$ cat config.mk
export PLATFORM = sky130hd
export DESIGN_NAME = coord_stepper
export DESIGN_NICKNAME = d
export VERILOG_FILES = /design/src/rtl/fractal_pkg.sv /design/src/rtl/raster_counter.sv /design/src/rtl/coord_stepper.sv
export SDC_FILE = /design/constraint.sdc
export NUM_CORES = 1
export LEC_CHECK = 0
export ABC_AREA = 1
export ABC_CLOCK_PERIOD_IN_PS = 6300
export CORE_ASPECT_RATIO = 0.6
export CORE_MARGIN = 4
export CORE_UTILIZATION = 40
export DETAILED_ROUTE_END_ITERATION = 10
export GPL_TIMING_DRIVEN = 0
export PLACE_DENSITY = 0.61
export REMOVE_ABC_BUFFERS = 1
export SLEW_MARGIN = 30
export SYNTH_ARGS = -nofsm -noshare
export SYNTH_HDL_FRONTEND = slang
export SYNTH_SLANG_ARGS = --single-unit
$ cat constraint.sdc
create_clock -name clk -period 6.3 [get_ports clk]
set_clock_uncertainty 0.2 [all_clocks]
set_input_delay 0.63 -clock clk [delete_from_list [all_inputs] [get_ports clk]]
set_output_delay 0.63 -clock clk [all_outputs]
set_load 0.05 [all_outputs]
$ cat src/rtl/fractal_pkg.sv
// Shared constants and types for the fractal coordinate pipeline.
// Latency: n/a (declarations only).
// Backpressure: n/a.
package fractal_pkg;

  localparam int COORD_WIDTH = 16;                     // Q4.12 signed
  localparam int FRAC_EXT    = 8;                      // extra accumulator fraction bits
  localparam int ACC_W       = COORD_WIDTH + FRAC_EXT; // Q4.20 accumulators
  localparam int ZOOM_WIDTH  = 8;
  localparam int H_RES       = 640;
  localparam int V_RES       = 480;
  localparam int BASE_STEP   = 4915;                   // ~3.0/640 in Q4.20 LSBs
  localparam int MAX_SHIFT   = 12;
  localparam int SHIFT_W     = $clog2(MAX_SHIFT + 1);

  typedef enum logic [1:0] {IDLE, LOAD, RUN, DONE} state_t;

  typedef logic signed [COORD_WIDTH-1:0] coord_t;

  // Zoom level saturated to the deepest supported step shift.
  function automatic logic [SHIFT_W-1:0] zoom_shift(input logic [ZOOM_WIDTH-1:0] zoom);
    if (zoom > ZOOM_WIDTH'(MAX_SHIFT))
      return SHIFT_W'(MAX_SHIFT);
    return SHIFT_W'(zoom);
  endfunction

endpackage

$ cat src/rtl/raster_counter.sv
// Row-major pixel counter: px_x runs 0..H_RES-1, then px_y advances; wraps to (0,0) after the last pixel.
// Latency: position updates on the clock edge where advance is high.
// Backpressure: holds position while advance is low.
// Ports: clk, rst (async, active-high), clear (sync return to origin), advance,
//        px_x/px_y (current position), row_wrap (px_x at last column), last (final pixel of frame).
module raster_counter import fractal_pkg::*; #(
  parameter int H_RES = fractal_pkg::H_RES,
  parameter int V_RES = fractal_pkg::V_RES
) (
  input  logic                     clk,
  input  logic                     rst,
  input  logic                     clear,
  input  logic                     advance,
  output logic [$clog2(H_RES)-1:0] px_x,
  output logic [$clog2(V_RES)-1:0] px_y,
  output logic                     row_wrap,
  output logic                     last
);

  localparam int XW = $clog2(H_RES);
  localparam int YW = $clog2(V_RES);

  assign row_wrap = (px_x == XW'(H_RES - 1));
  assign last     = row_wrap && (px_y == YW'(V_RES - 1));

  always_ff @(posedge clk or posedge rst) begin
    if (rst) begin
      px_x <= '0;
      px_y <= '0;
    end else if (clear) begin
      px_x <= '0;
      px_y <= '0;
    end else if (advance) begin
      if (row_wrap) begin
        px_x <= '0;
        px_y <= last ? '0 : px_y + 1'b1;
      end else begin
        px_x <= px_x + 1'b1;
      end
    end
  end

endmodule

$ cat src/rtl/coord_stepper.sv
// Walks the visible raster row-major, emitting one complex-plane coordinate per pixel by stepping.
// Latency: first coord_valid 2 cycles after frame_start; then one coord per cycle while ready.
// Backpressure: valid/ready; all outputs hold while coord_valid && !coord_ready.
// Ports: clk, rst (async, active-high); frame_start, centre_x/centre_y (Q4.12), zoom_level in;
//        c_re/c_im (Q4.12), px_x/px_y, coord_valid, last_pixel, frame_done out; coord_ready in.
module coord_stepper import fractal_pkg::*; #(
  parameter int H_RES = fractal_pkg::H_RES,
  parameter int V_RES = fractal_pkg::V_RES
) (
  input  logic                     clk,
  input  logic                     rst,
  input  logic                     frame_start,
  input  logic [COORD_WIDTH-1:0]   centre_x,
  input  logic [COORD_WIDTH-1:0]   centre_y,
  input  logic [ZOOM_WIDTH-1:0]    zoom_level,
  output coord_t                   c_re,
  output coord_t                   c_im,
  output logic [$clog2(H_RES)-1:0] px_x,
  output logic [$clog2(V_RES)-1:0] px_y,
  output logic                     coord_valid,
  input  logic                     coord_ready,
  output logic                     last_pixel,
  output logic                     frame_done
);

  // Half the visible span at zoom 0; 8 guard bits so the products never overflow before shifting.
  localparam logic [ACC_W+7:0] HALF_RE = (ACC_W+8)'(H_RES / 2 * BASE_STEP);
  localparam logic [ACC_W+7:0] HALF_IM = (ACC_W+8)'(V_RES / 2 * BASE_STEP);

  state_t             state;
  logic [ACC_W-1:0]   re_acc, im_acc, re0, step;
  logic [ACC_W-1:0]   cx_ext, cy_ext, step_n, re0_n, im0_n;
  logic [SHIFT_W-1:0] shift;
  logic               hs, advance, row_wrap, last;

  // COORD_WIDTH + FRAC_EXT == ACC_W, so appending zeros is the sign-extended left shift.
  assign cx_ext = {centre_x, {FRAC_EXT{1'b0}}};
  assign cy_ext = {centre_y, {FRAC_EXT{1'b0}}};
  assign shift  = zoom_shift(zoom_level);
  assign step_n = ACC_W'(BASE_STEP) >> shift;
  assign re0_n  = cx_ext - ACC_W'(HALF_RE >> shift);
  assign im0_n  = cy_ext + ACC_W'(HALF_IM >> shift);  // row 0 is the top of the view

  assign hs = coord_valid && coord_ready;
  // A restart request wins over a handshake in the same cycle.
  assign advance = hs && !frame_start;

  // Dropping FRAC_EXT LSBs of a two's-complement value is a floor toward -inf.
  assign c_re       = coord_t'(re_acc[ACC_W-1:FRAC_EXT]);
  assign c_im       = coord_t'(im_acc[ACC_W-1:FRAC_EXT]);
  assign last_pixel = coord_valid && last;

  raster_counter #(
    .H_RES (H_RES),
    .V_RES (V_RES)
  ) u_raster (
    .clk      (clk),
    .rst      (rst),
    .clear    (state == LOAD),
    .advance  (advance),
    .px_x     (px_x),
    .px_y     (px_y),
    .row_wrap (row_wrap),
    .last     (last)
  );

  always_ff @(posedge clk or posedge rst) begin
    if (rst) begin
      state       <= IDLE;
      coord_valid <= 1'b0;
      frame_done  <= 1'b0;
      re_acc      <= '0;
      im_acc      <= '0;
      re0         <= '0;
      step        <= '0;
    end else begin
      frame_done <= 1'b0;
      if (frame_start) begin
        // Any state restarts; an in-flight frame is dropped without frame_done.
        state       <= LOAD;
        coord_valid <= 1'b0;
      end else begin
        case (state)
          IDLE: ;
          LOAD: begin
            step        <= step_n;
            re0         <= re0_n;
            re_acc      <= re0_n;
            im_acc      <= im0_n;
            coord_valid <= 1'b1;
            state       <= RUN;
          end
          RUN: begin
            if (hs) begin
              if (last) begin
                coord_valid <= 1'b0;
                frame_done  <= 1'b1;
                state       <= DONE;
              end else if (row_wrap) begin
                re_acc <= re0;
                im_acc <= im_acc - step;
              end else begin
                re_acc <= re_acc + step;
              end
            end
          end
          DONE:    state <= IDLE;
          default: state <= IDLE;
        endcase
      end
    end
  end

endmodule

== Yosys cells after proc, flatten, opt, wreduce, memory -nomap -nowiden ==
Index checks and enable logic that the tools add are counted.
Widths: inputs -> output; s select.

* Add/sub/neg operators: 6
* Shifts and indexed selects: 3
* Mux-type cells: 30
* Equality and inequality tests: 10
* Bitwise logic cells: 1
* Multiply operators: 0
* Div/mod/pow operators: 0
* Magnitude comparators: 1
* Reduce and logical (&&, ||, !) cells: 16

{| class="wikitable"
|+ Operators by type and width
! kind !! count
|-
| $mux 24 || 6
|-
| $pmux 24 s2 || 2
|-
| $add 24x24->24 || 2
|-
| $shr 21x4->24 const A || 2
|-
| $sub 24x24->24 || 2
|-
| $mux 9 || 4
|-
| $mux 10 || 3
|-
| $shr 13x4->24 const A || 1
|-
| $add 10x1->10 const B || 1
|-
| $eq 10x10->1 const B || 1
|-
| $add 9x1->9 const B || 1
|-
| $eq 9x9->1 const B || 1
|-
| $gt 8x4->1 const B || 1
|-
| $mux 1 || 8
|-
| $mux 4 || 2
|-
| $mux 2 || 3
|-
| $ne 3x3->1 const B || 2
|-
| $pmux 2 s3 || 1
|-
| $reduce_and 3->1 || 2
|-
| $reduce_bool 2->1 || 3
|-
| $reduce_and 5->1 || 1
|-
| $eq 2x2->1 const B || 2
|-
| $logic_and 1x1->1 || 4
|-
| $ne 2x2->1 const B || 2
|-
| other kinds (9) || 10
|}

* Latch bits: 0
* Input port bits: 44
* Logic and storage cells: 76
* Output and inout bits: 54
* Memory bits (read-only): 0
* Memories: 0
* Flip-flop bits (word level): 119
* RAM bits: 0

== Logic depth before layout (Yosys ltp) ==
Gate-level depths: netlist of the first run.

* Depth after elaboration: 6
* Mapped depth: 25
* Depth with buffers taken out: 25

== By module ==
From an unflattened synthesis of the first run, not the netlist that was laid out.

* Cell total of the unflattened synthesis: 1559
* Area, all modules: 9954.5 um2

{| class="wikitable"
|+ Modules (own cells, without submodules)
! module !! instances !! area each (um2) !! sequential area each (um2) !! cells an instance
|-
| coord_stepper || 1 || 8772.2 || 2227.1 || 1385
|-
| raster_counter || 1 || 1182.4 || 475.5 || 174
|}

== Worst setup path before layout of the first run ==
Ideal clock, no wire load.

* Path kind: register -> output
* Start point: reg u_raster.px_x[0]
* End point: out last_pixel
* Data arrival time: 2836 ps
* Buffers on the path: 1
* Path slack: 2634 ps
* Data required time: 5470 ps
* Stages on the path, launching flop included: 8
* Path through: dfrtp_1 ha_1 nand2_1 or2_4 nor2_4 nand2_4 clkbuf_1 nor3b_1

* Cells in the longest elaborated chain, start to end: 3

{| class="wikitable"
|+ Ends and longest elaborated chain
! element !! line !! text
|-
| start, declared || raster_counter.sv:14 || <nowiki>output logic [$clog2(H_RES)-1:0] px_x,</nowiki>
|-
| start signal, assigned || raster_counter.sv:38 || <nowiki>px_x <= px_x + 1'b1;</nowiki>
|-
| $eq 10x10->1 || raster_counter.sv:23 || <nowiki>assign row_wrap = (px_x == XW'(H_RES - 1));</nowiki>
|-
| $logic_and 1x1->1 || raster_counter.sv:24 || <nowiki>assign last = row_wrap && (px_y == YW'(V_RES - 1));</nowiki>
|-
| $logic_and 1x1->1 || coord_stepper.sv:51 || <nowiki>assign last_pixel = coord_valid && last;</nowiki>
|-
| end, declared || coord_stepper.sv:22 || <nowiki>output logic last_pixel,</nowiki>
|}

No other way between the ends.

== Final worst setup path of the first run ==
* Start point: in zoom_level[5]
* End point: reg im_acc[21]

* Cells in the longest elaborated chain, start to end: 6

{| class="wikitable"
|+ Ends and longest elaborated chain
! element !! line !! text
|-
| start, declared || coord_stepper.sv:15 || <nowiki>input logic [ZOOM_WIDTH-1:0] zoom_level,</nowiki>
|-
| $gt 8x4->1 || fractal_pkg.sv:22 || <nowiki>if (zoom > ZOOM_WIDTH'(MAX_SHIFT))</nowiki>
|-
| $mux 1 || fractal_pkg.sv:22 ||
|-
| $mux 4 || fractal_pkg.sv:24 || <nowiki>return SHIFT_W'(zoom);</nowiki>
|-
| $shr 21x4->24 || coord_stepper.sv:42 || <nowiki>assign im0_n = cy_ext + ACC_W'(HALF_IM >> shift);</nowiki>
|-
| $add 24x24->24 || coord_stepper.sv:42 ||
|-
| $pmux 24 s2 || coord_stepper.sv:83 || <nowiki>case (state)</nowiki>
|-
| end signal, assigned || coord_stepper.sv:89 || <nowiki>im_acc <= im0_n;</nowiki>
|-
| end signal, assigned || coord_stepper.sv:101 || <nowiki>im_acc <= im_acc - step;</nowiki>
|-
| end, declared || coord_stepper.sv:31 || <nowiki>logic [ACC_W-1:0] re_acc, im_acc, re0, step;</nowiki>
|}

No other way between the ends.
A chain may end at the register's enable or synchronous reset.

==> results of run 1 <==
==> worst min-delay path, cell delays in order (launching register included) <==
cell and delay [ns]:
dfrtp_1 0.35, nand2_1 0.05, nand2_1 0.05
==> per-layer routing <==
metal  share of wire  up-vias  GRT usage
met5         0.00051        -          0
met4          0.0079        2     0.0330
met3            0.10       17     0.0717
met2            0.36      361      0.288
met1            0.53     4519      0.384
li1                -     4868          -
==> power by group through the flow <==
stage / clock network [uW] / registers (uW) / logic [uW]
2_1_floorplan: 0 / 1570 / 1500
3_3_place_gp: 0 / 1220 / 2710
3_5_place_dp: 0 / 1220 / 2780
4_1_cts: 600 / 1210 / 2790
5_1_grt: 628 / 1260 / 3110
6_report: 584 / 1220 / 2810
==> layout make-up <==
cell class	instances	area [um2]	share of cell area
multi-input cells	1111	5700	0.524
flip-flops and latches	108	2700	0.248
repair buffers	100	1050	0.0961
inverters	197	754	0.0693
well taps	315	394	0.0362
clock buffers	9	225	0.0207
clock inverters	7	63.8	0.00586
==> kinds of logic after synthesis <==
group,Yosys count,share of synthesized area
AND/OR/NAND/NOR,787,0.347
XOR/XNOR,27,0.0248
buffers and inverters,263,0.121
adder cells (fa/ha/maj),68,0.0916
AO/OA/AOI/OAI,229,0.132
flip-flops,108,0.283
==> Yosys cell counts, types with 3 or more instances <==
library cell	n
nand2_1	432
nand3_1	157
o21a_1	4
or2_2	7
xor2_1	20
o22ai_1	12
buf_4	34
dfrtp_1	108
nor2_1	143
nand4_1	14
o21ai_0	77
o21ai_1	4
xnor2_1	7
inv_1	192
buf_2	11
ha_1	65
o211ai_1	5
a31oi_1	14
buf_6	3
a22oi_1	5
a21oi_1	93
nand3b_1	8
fa_1	3
a21o_1	7
clkbuf_1	17
nor3_1	13
==> how the worst max path moves through the flow <==
stage / startpoint / to / slack, ns / cells past startpoint
2_1_floorplan: zoom_level[5] / im_acc[17] / 2.48 / 19
3_3_place_gp: frame_start / re0[3] / 0.09 / 6
3_5_place_dp: zoom_level[5] / im_acc[21] / 1.37 / 20
4_1_cts: zoom_level[5] / im_acc[21] / 1.69 / 21
5_1_grt: zoom_level[1] / im_acc[21] / 1.23 / 21
6_report: zoom_level[5] / im_acc[21] / 1.57 / 21
==> placed cells by master (no fill, tap or decap), drive strengths merged, types with 4 or more instances in the layout <==
master         count
clkinv             4
xor2              20
a21oi             95
nor2             145
nand4             14
a21o               7
inv              199
nand3            158
o21ai             83
nand3b             8
or2                9
o211ai             5
ha                65
o21a               4
a31oi             14
nand2            435
o22ai             12
nor3              13
dfrtp            108
clkdlybuf4s50     97
clkbuf             9
xnor2              7
a22oi              5
==> registers in the layout, indices dropped and copies added, names as in the netlist <==
register and cells:
coord_valid 1, re_acc 24, frame_done 1, u_raster.px_x 10, re0 24, step 13
state 2, u_raster.px_y 9, im_acc 24
==> per-stage QoR <==
| step | cell area (um2) | total power [uW] | std cells | utilization | setup slack [ns] |
|---|---|---|---|---|---|
| 2_1_floorplan | 9120 | 3070 | 1416 | - | 2.48 |
| 3_3_place_gp | 10500 | 3930 | 1828 | 0.451 | 0.0912 |
| 3_5_place_dp | 10600 | 4000 | 1831 | 0.456 | 1.37 |
| 4_1_cts | 10900 | 4600 | 1847 | 0.468 | 1.69 |
| 5_1_grt | 10900 | 4990 | 1847 | 0.468 | 1.23 |
| 6_report | 10900 | 4610 | 1847 | 0.468 | 1.57 |
==> metrics.md, run 1 <==
| Metric | Value |
|---|---|
| Die width | `a little over 200 um` |
| Vias | `just under 10000` |
| Critical Path Start Type | `primary input` |
| Slew headroom | `0.320` |
| Layout cell share with drive strength beyond 1 | `0.0300` |
| Drt wl/cell | `between 15 and 20 um` |
| Post-layout min period | `~4.7 ns` |
| Buf+Inv Stages, Crit Path | `4` |
| Initial Util | `0.410` |
| Actual slew at the worst max-slew pin | `1.02 ns` |
| Cell count after synthesis | `1482` |
| Nets | `around 1600` |
| DRT iter0 DRCs | `just under 900` |
| Tcrit/Tclk final | `0.751` |
| Clock sink count | `around 110` |
| H-tree levels | `3` |
| Worst-path cell chain | `clkdlybuf4s50_1 > nor2_1 > and2_2 > nand2_1 > nor2_1 > inv_1 > ha_1 > inv_1 > nor2_1 > nand2_1 > inv_1 > ha_1 > a21oi_1 > o21ai_0 > a21oi_1 > nand2_1 > nand2_1 > nand3_1 > nand2_1 > nor2_1 > nor2_1` |
| RSZ-0062 raised after global routing | `false` |
| Crit-path max cell delay | `a little over 0.5 ns` |
| Kind of critical path | `primary input to flop` |
| Final Max Slew Viols | `0` |
| R2r setup slk | `between 2 and 2.5 ns` |
| Ys async rst share | `1.00` |
| Net Switching | `about 2500 uW` |
| Fillers | `approximately 2400` |
| Power Density | `424 nW/um2` |
| Delay-heaviest family, CP | `simple AND/OR/NAND/NOR gates` |
| Initial antenna violation count | `1` |
| Crit path arrival time | `4.82 ns` |
| Crit path max-delay cell type | `nor2_1` |
| Yosys Warn Count | `0` |
| Num rows | `43` |
| CTS Root Cell | `clkbuf_16` |
| Reg clk slew, reported paths | `roughly 0.08 ns` |
| Flop pwr share | `0.263` |
| Tot GR Track Use | `0.232` |
| DRC violations left | `0` |
| Worst hold path depth | `2` |
| Hold worst-path end | `re0[15]` |
| RR Endpoint | `im_acc[21]` |
| Clock latency on the worst-skew pair | `roughly 0.37 ns` |
| Worst hold start | `re0[15]` |
| Area contributors post-synth | `dfrtp_1 28%, nand2_1 17%, ha_1 8.5%, nand3_1 8.2%, inv_1 7.6%` |
| Num CTS Buffers | `9` |
| Mean Syn Cell Area | `approximately 6.4 um2` |
| DRT Pass-1 Iters | `5` |
| Main flop type after synthesis | `dfrtp_1` |
| Sequential-to-total area share from yosys stat | `0.283` |
| Vias in the first global route | `8630` |
| Core area | `23200 um2` |
| Post_cts resized | `0` |
| Logic pwr share | `0.610` |
| Synth-to-layout area growth | `14.2%` |
| Postcts setup bufs | `0` |
| WL final | `a little over 30000 um` |
| Max VDD drop | `~0.00021 V` |
| R2r worst-path depth | `10` |
| Leak pwr | `0.00550 uW` |
| Clock Tree Buf Depth | `2` |
| Switching share of power | `0.534` |
| RR Startpoint | `state[0]` |
| Clock share of power | `0.127` |
| Final Hold Fails | `0` |
| Number of distinct library cells after synthesis | `46` |
| DP HPWL | `24500 um` |
| Die height | `about 130 um` |
| Leading area contributor after synthesis | `dfrtp_1` |
| CP Max Fanout | `8` |
| Worst min path class | `flop to flop` |
| F_max | `approximately 0.21 GHz` |
| Final setup TNS | `0 ns` |
| Largest net degree at the start of global routing | `60` |
| Hold buffers post-CTS | `0` |
| GPL Wtd Cong | `around 0.92` |
| # diodes | `0` |
| Die area | `roughly 26000 um2` |
| IO Count | `98` |
| Worst path required time | `~6.4 ns` |
| Number of max-cap violations | `0` |
| First-pass GRT wire length | `between 40000 and 50000 um` |
| Seq cells post-synth | `108` |
| IO buf count | `97` |
| EDFF count, synth | `0` |
| Via/cell ratio | `around 5.3` |
| Routed Antenna Nets | `0` |
| TritonCTS clock tree | `done` |
| Crit end category | `flop` |
| Internal Power | `roughly 2100 uW` |
| Post-synth top area share | `0.283` |
| Area of the mapped netlist | `roughly 9500 um2` |
| Final-report setup violation count | `0` |
| Status | `completed` |
| Grt total ovfl | `0` |
| Worst hold slack | `approximately 0.29 ns` |
Note: power is estimated with default switching activity, not from simulation.
==> run 2: changes to the inputs <==
--- a/config.mk
+++ b/config.mk
@@ -6,7 +6,7 @@
 export NUM_CORES = 1
 export LEC_CHECK = 0
 export ABC_AREA = 1
-export ABC_CLOCK_PERIOD_IN_PS = 6300
+export ABC_CLOCK_PERIOD_IN_PS = 4960
 export CORE_ASPECT_RATIO = 0.6
 export CORE_MARGIN = 4
 export CORE_UTILIZATION = 40
==> constraint.sdc (replaced) <==
create_clock -name clk -period 4.96 [get_ports clk]
set_clock_uncertainty 0.2 [all_clocks]
set_input_delay 0.496 -clock clk [delete_from_list [all_inputs] [get_ports clk]]
set_output_delay 0.496 -clock clk [all_outputs]
set_load 0.05 [all_outputs]
==> results of run 2 <==
The final DEF is identical to that of run 1. Status: completed.
Among the figures that moved: setup slack after placement 1.37 ns -> 0.160 ns; setup slack after layout 1.57 ns -> 0.363 ns; register-to-register setup slack 2.27 ns -> 0.93 ns; total power 4610 uW -> 5860 uW; worst IR drop on VDD 0.000209 V -> 0.000265 V
